File: config.mk
export PLATFORM = sky130hd
export DESIGN_NAME = adc_stream_packer
export DESIGN_NICKNAME = d
export VERILOG_FILES = /design/src/rtl/capture_pkg.sv /design/src/rtl/sync_fifo_fwft.sv /design/src/rtl/adc_stream_packer.sv
export SDC_FILE = /design/constraint.sdc
export NUM_CORES = 2
export LEC_CHECK = 0
export BUFFER_PORTS_ARGS = -buffer_cell sky130_fd_sc_hd__buf_2
export CAP_MARGIN = 20
export CORE_MARGIN = 8
export CORE_UTILIZATION = 45
export DETAILED_ROUTE_END_ITERATION = 8
export SYNTH_ARGS = -nofsm -noshare
export SYNTH_HDL_FRONTEND = slang
export SYNTH_SLANG_ARGS = --single-unit
File: constraint.sdc
create_clock -name axi_aclk -period 38.7 [get_ports axi_aclk]
set_input_delay 7.74 -clock axi_aclk [delete_from_list [all_inputs] [get_ports axi_aclk]]
set_output_delay 7.74 -clock axi_aclk [all_outputs]
set_load 0.03 [all_outputs]
File: src/rtl/capture_pkg.sv
// Shared definitions for the ADC capture path: state encoding, default word
// width, sample width and a saturating counter helper.
package capture_pkg;

    localparam int unsigned IN_W_DEF = 64;
    localparam int unsigned SAMPLE_W = 16;

    typedef enum logic [2:0] {
        ST_IDLE,
        ST_ARMED,
        ST_CAPTURE,
        ST_DRAIN,
        ST_DONE
    } cap_state_t;

    function automatic logic [31:0] sat_inc32(input logic [31:0] v);
        return (v == '1) ? v : v + 32'd1;
    endfunction

endpackage

File: src/rtl/sync_fifo_fwft.sv
// Single-clock first-word-fall-through FIFO. The head entry is visible on
// rd_data whenever empty is low; rd_data reads as zero while empty. A write
// into a full FIFO is accepted when a read happens in the same cycle.
module sync_fifo_fwft #(
    parameter int unsigned WIDTH = 128,
    parameter int unsigned DEPTH = 16
) (
    input  logic             clk,
    input  logic             rst_n,
    input  logic             clr,
    input  logic             wr_en,
    input  logic [WIDTH-1:0] wr_data,
    input  logic             rd_en,
    output logic [WIDTH-1:0] rd_data,
    output logic             full,
    output logic             empty
);

    localparam int unsigned AW = $clog2(DEPTH);

    logic [WIDTH-1:0] mem [DEPTH];
    logic [AW:0]      wr_ptr;
    logic [AW:0]      rd_ptr;
    logic             do_wr;
    logic             do_rd;

    // Flags, qualified strobes and the fall-through read port.
    always_comb begin
        empty   = (wr_ptr == rd_ptr);
        full    = (wr_ptr[AW] != rd_ptr[AW]) && (wr_ptr[AW-1:0] == rd_ptr[AW-1:0]);
        do_rd   = rd_en && !empty;
        do_wr   = wr_en && (!full || do_rd);
        rd_data = empty ? '0 : mem[rd_ptr[AW-1:0]];
    end

    // Pointer update; clr flushes the contents without touching storage.
    always_ff @(posedge clk or negedge rst_n) begin
        if (!rst_n) begin
            wr_ptr <= '0;
            rd_ptr <= '0;
        end else if (clr) begin
            wr_ptr <= '0;
            rd_ptr <= '0;
        end else begin
            if (do_wr) wr_ptr <= wr_ptr + 1'b1;
            if (do_rd) rd_ptr <= rd_ptr + 1'b1;
        end
    end

    // Storage write; data is only observable through valid pointers.
    always_ff @(posedge clk) begin
        if (do_wr && !clr) mem[wr_ptr[AW-1:0]] <= wr_data;
    end

endmodule

File: src/rtl/adc_stream_packer.sv
// Packs pairs of free-running ADC words into double-width beats, buffers them
// in a FWFT FIFO and streams them to the DMA under a small arm/trigger FSM.
module adc_stream_packer
    import capture_pkg::*;
#(
    parameter int unsigned FIFO_DEPTH = 16,
    parameter int unsigned IN_W       = IN_W_DEF
) (
    input  logic              axi_aclk,
    input  logic              axi_rstb,
    input  logic [IN_W-1:0]   s_adc_tdata,
    input  logic              s_adc_tvalid,
    output logic [2*IN_W-1:0] m_axis_tdata,
    output logic              m_axis_tvalid,
    input  logic              m_axis_tready,
    input  logic              arm,
    input  logic              soft_reset,
    input  logic              trig_mode,
    input  logic              trig_in,
    input  logic [31:0]       cap_beats,
    output logic              busy,
    output logic              done,
    output logic              overflow,
    output logic [31:0]       beat_count
);

    cap_state_t        state;
    cap_state_t        state_next;
    logic [31:0]       cap_lat;
    logic              trig_mode_lat;
    logic              trig_prev;
    logic              phase;
    logic              pend;
    logic [IN_W-1:0]   pack_lo;
    logic [2*IN_W-1:0] beat_reg;
    logic              fifo_full;
    logic              fifo_empty;
    logic              fifo_rd;
    logic              push;
    logic              drop;
    logic              formed_all;
    logic              accept;
    logic              accept_odd;
    logic              arm_ok;

    // Beat-path strobes. Words stop being accepted once the pushed beats plus
    // the beat waiting to be pushed cover the requested length, so no extra
    // word is taken while the last beat is still in flight.
    always_comb begin
        fifo_rd    = m_axis_tvalid && m_axis_tready;
        push       = pend && (!fifo_full || fifo_rd);
        drop       = pend && fifo_full && !fifo_rd;
        formed_all = ({1'b0, beat_count} + {32'd0, pend}) >= {1'b0, cap_lat};
        accept     = (state == ST_CAPTURE) && s_adc_tvalid && !formed_all
                     && !drop && !soft_reset;
        accept_odd = accept && phase;
    end

    // Next-state logic; soft_reset overrides every transition including arm.
    always_comb begin
        state_next = state;
        arm_ok     = 1'b0;
        case (state)
            ST_IDLE, ST_DONE: begin
                if (arm) begin
                    state_next = ST_ARMED;
                    arm_ok     = 1'b1;
                end
            end
            ST_ARMED: begin
                if (cap_lat == '0)
                    state_next = ST_DONE;
                else if (!trig_mode_lat || (trig_in && !trig_prev))
                    state_next = ST_CAPTURE;
            end
            ST_CAPTURE: begin
                if (drop || (beat_count >= cap_lat)) state_next = ST_DRAIN;
            end
            ST_DRAIN: begin
                if (fifo_empty) state_next = ST_DONE;
            end
            default: state_next = ST_IDLE;
        endcase
        if (soft_reset) begin
            state_next = ST_IDLE;
            arm_ok     = 1'b0;
        end
    end

    // State register.
    always_ff @(posedge axi_aclk or negedge axi_rstb) begin
        if (!axi_rstb) state <= ST_IDLE;
        else           state <= state_next;
    end

    // Capture parameters, trigger history, beat counter and sticky overflow.
    always_ff @(posedge axi_aclk or negedge axi_rstb) begin
        if (!axi_rstb) begin
            cap_lat       <= '0;
            trig_mode_lat <= 1'b0;
            trig_prev     <= 1'b0;
            beat_count    <= '0;
            overflow      <= 1'b0;
        end else begin
            trig_prev <= trig_in;
            if (soft_reset) begin
                beat_count <= '0;
                overflow   <= 1'b0;
            end else if (arm_ok) begin
                cap_lat       <= cap_beats;
                trig_mode_lat <= trig_mode;
                beat_count    <= '0;
                overflow      <= 1'b0;
            end else begin
                if (push) beat_count <= sat_inc32(beat_count);
                if (drop) overflow   <= 1'b1;
            end
        end
    end

    // Word pairing: even word parks in pack_lo, odd word completes the beat
    // which is pushed to the FIFO on the following cycle.
    always_ff @(posedge axi_aclk or negedge axi_rstb) begin
        if (!axi_rstb) begin
            phase    <= 1'b0;
            pend     <= 1'b0;
            pack_lo  <= '0;
            beat_reg <= '0;
        end else begin
            pend <= accept_odd;
            if (soft_reset || (state != ST_CAPTURE)) phase <= 1'b0;
            else if (accept)                        phase <= ~phase;
            if (accept && !phase) pack_lo  <= s_adc_tdata;
            if (accept_odd)       beat_reg <= {s_adc_tdata, pack_lo};
        end
    end

    sync_fifo_fwft #(
        .WIDTH (2 * IN_W),
        .DEPTH (FIFO_DEPTH)
    ) u_fifo (
        .clk     (axi_aclk),
        .rst_n   (axi_rstb),
        .clr     (soft_reset),
        .wr_en   (push),
        .wr_data (beat_reg),
        .rd_en   (fifo_rd),
        .rd_data (m_axis_tdata),
        .full    (fifo_full),
        .empty   (fifo_empty)
    );

    // Status outputs.
    always_comb begin
        m_axis_tvalid = !fifo_empty;
        busy          = (state != ST_IDLE) && (state != ST_DONE);
        done          = (state == ST_DONE);
    end

endmodule

==> results.cfg <==
[outcome]
outcome = finished clean

[yosys]
synthTopCellsByArea = edfxtp_1 68%, mux4_2 16%, dfrtp_1 7.5%
synth_top_area_share_pct = 67.55
synthArstFlopShare_pct = 11.80
syn-num-nets = 4276
synth_cells = 4100
synth_area_sq_mm = 0.09104
avgSynthCellArea_sq_um = 22.21
synth_seq_cells = 2322
ys.flop_type = edfxtp_1
synth-seq-area-share_pct = 75.08
synth_area_leader_cell = edfxtp_1
synth-edff-count = 2048
ys_types = 61
yosys_warnings = 0

[detailed_routing]
drt-pass1-iter-count = 5
initialDrtViolationCount = 4461
drtAntennaViolNets = 0
routedWlPerCell_um = 31.10
num_vias = 43208
vias_per_cell = 5.876
routed_wl_um = 228700
drcViolationCount = 0

[sta]
slew_headroom_pct = 27.69
tns_ns = 0
skew_ns = 0.06036
worst_pin_slew_ns = 1.085
period_needed_ns = 14.10
final.setup.worst_slack_ns = 24.60
drv_slew = 0
hold_viol = 0
rsz0062_at_grt = no
fmax_mhz = 70.93
setup_viol = 0
post-route-period-util_pct = 36.43

[cells_and_area]
drive_gt1_share_pct = 33.18
fin_cells = 7353
largest_reg_flops = 2048
regArea_sq_mm = 0.06837
nFillCells = 15812
areaGrowthSynthToFinish_pct = 13.33
multi_input_area_sq_mm = 0.02169
num-nets-final = 4643

[setup_path]
cp-startpoint = u_fifo.rd_ptr[0]
worst_path_max_delay_cell = buf_4
cp-end-kind = output pin
timing.reg2reg.setup_slack_ns = 32.01
crit_top_cell = buf_4
crit_chain = buf_4 -> buf_4 -> buf_4 -> buf_4 -> mux4_2 -> mux4_2 -> and2_1 -> buf_2
ff2ff_path_depth = 15
startpoint_type = flop
r2r-start = beat_count[0]
criticalPathCategory = flop to output pin
crit_fanout = 43
critPathArrivalTime_ns = 6.36
rr_endpoint = beat_reg[17]
worstPathRequired_ns = 30.96
crit_path_max_incr_delay_ns = 0.81

[pwr]
power_mw = 5.144
p_leak_nw = 28.85
peakVddDrop_v = 0.00003996
powerDensity_mw_per_mm2 = 49.85

[run]
maxCapViolations = 0

[global_route]
overflow = 0
grt_usage_pct = 20.90
grt_pass1_vias = 44885
antenna_found_initial = 24
grt_pass1_wl_um = 328000
grt_max_degree = 122

[die]
dieWidth_um = 465.8
die_area_sq_mm = 0.2170
io-pin-count = 268
floorplan.initialDensity_pct = 45.14
core_sq_mm = 0.2017
die_h_um = 465.8
row_count = 165

[placement]
numPortBuffers = 267
gp_congestion = 0.7540
hpwl_um = 121000
preCtsSetupSlack_ns = 25.22
dp.cells = 6908

[clocking]
cts_buffers = 229
clock-sinks = 2322
postCtsSetupBuffers = 0
clk_pin_slew_ns = 0.06
ctsHoldBuffers = 0
cts_tree = done
cts_root_buffer = clkbuf_16
h-tree-depth = 4
cts_buffer_depth = 3
clk_latency_ns = 0.88
cts_resized = 0

[worst_hold_path]
hp-class = flop to flop
min-delay-start = pack_lo[3]
holdPathStages = 1
hold_path_end = beat_reg[3]
## critical path: cells and delay by family (launching register included)
family                 cells  cell delay [ns]
buffers and inverters      5             3.31
multiplexers               2             1.13
flip-flops                 1             0.72
AND/OR/NAND/NOR            1             0.19
## Yosys cell counts, types with 3 or more instances
master,n
a21o_1,13
inv_1,46
nor3_1,25
xor2_1,24
buf_6,13
o21ai_0,50
a211o_1,3
mux2_4,108
nand2b_1,10
o21a_1,3
buf_1,32
and2_1,136
nand2_1,79
o211ai_1,3
a211oi_1,3
nor2_1,59
edfxtp_1,2048
clkbuf_1,121
or4_1,4
mux2_2,85
nand3_1,22
nor4_1,20
nand4_1,27
or3_1,8
dfrtp_1,274
a21oi_1,37
ha_1,72
and3_1,8
xnor2_1,37
mux4_2,640
buf_2,43
and4_1,10
## layer usage
| layer | share of wire [%] | vias up | routed length, um | GRT usage, % |
|---|---|---|---|---|
| met3 | 6.3 | 293 | 14520 | 3.579 |
| li1 | - | 17765 | - | - |
| met5 | 0.022 | - | 50 | 0 |
| met2 | 49 | 1428 | 112800 | 34.32 |
| met4 | 2.2 | 8 | 5108 | 4.982 |
| met1 | 42 | 23714 | 96250 | 29.54 |
## final cells by class
class | count | area share (%)
Tap cell | 2672 | 3.240
Sequential cell | 2322 | 66.26
Clock buffer | 328 | 6.238
Clock inverter | 110 | 1.026
Timing Repair Buffer | 345 | 2.030
Multi-Input combinational cell | 1523 | 21.02
Inverter | 46 | 0.1673
Antenna cell | 7 | 0.01698
## through the flow
| step | hold WS, ns | cell area [sq um] | util [%] |
|---|---|---|---|
| after CTS | 0.4762 | 103200 | 51.15 |
| after global placement | 0.4842 | 95670 | 47.43 |
| after detailed placement | 0.4905 | 95670 | 47.43 |
| after floorplan | 0.4541 | 91040 | - |
| final | 0.4806 | 103200 | 51.16 |
| after global routing | 0.4917 | 103200 | 51.15 |
## worst max path at each step
stage	end	slack, ns	cells past startpoint
final	m_axis_tdata[42]	24.60	8
after global routing	m_axis_tdata[36]	23.96	8
after CTS	m_axis_tdata[42]	24.26	8
after detailed placement	m_axis_tdata[42]	25.22	8
after global placement	m_axis_tdata[40]	25.25	8
after floorplan	u_fifo.mem[0][0]	17.44	4
## where the power goes
part / internal, mW / switching [mW]
clock network: 1.24 / 0.949
registers: 2.74 / 0.0495
logic: 0.0667 / 0.0928
## cells by family (layout without fill, tap and decap cells)
group                    after synthesis  count (layout)  share of synthesized area (%)
AND/OR/NAND/NOR                      422             422                          2.540
flip-flops                          2322            2322                          75.08
other                                  0               7                              0
adder cells (fa/ha/maj)               72              72                         0.9895
multiplexers                         837             837                          18.71
buffers and inverters                255             829                          1.218
XOR/XNOR                              61              61                         0.5868
AO/OA/AOI/OAI                        131             131                         0.8754
## layout by cell type (no fill, tap or decap), types with 42 or more instances in the layout
cell / n
edfxtp_1: 2048
mux4_2: 640
dfrtp_1: 270
buf_2: 266
clkbuf_16: 232
and2_1: 136
mux2_4: 108
mux2_2: 85
nand2_1: 78
ha_1: 72
clkbuf_1: 69
buf_4: 65
nor2_1: 56
o21ai_0: 49
inv_1: 46
clkinv_2: 42
No activity file was read; power rests on OpenSTA's default activity.
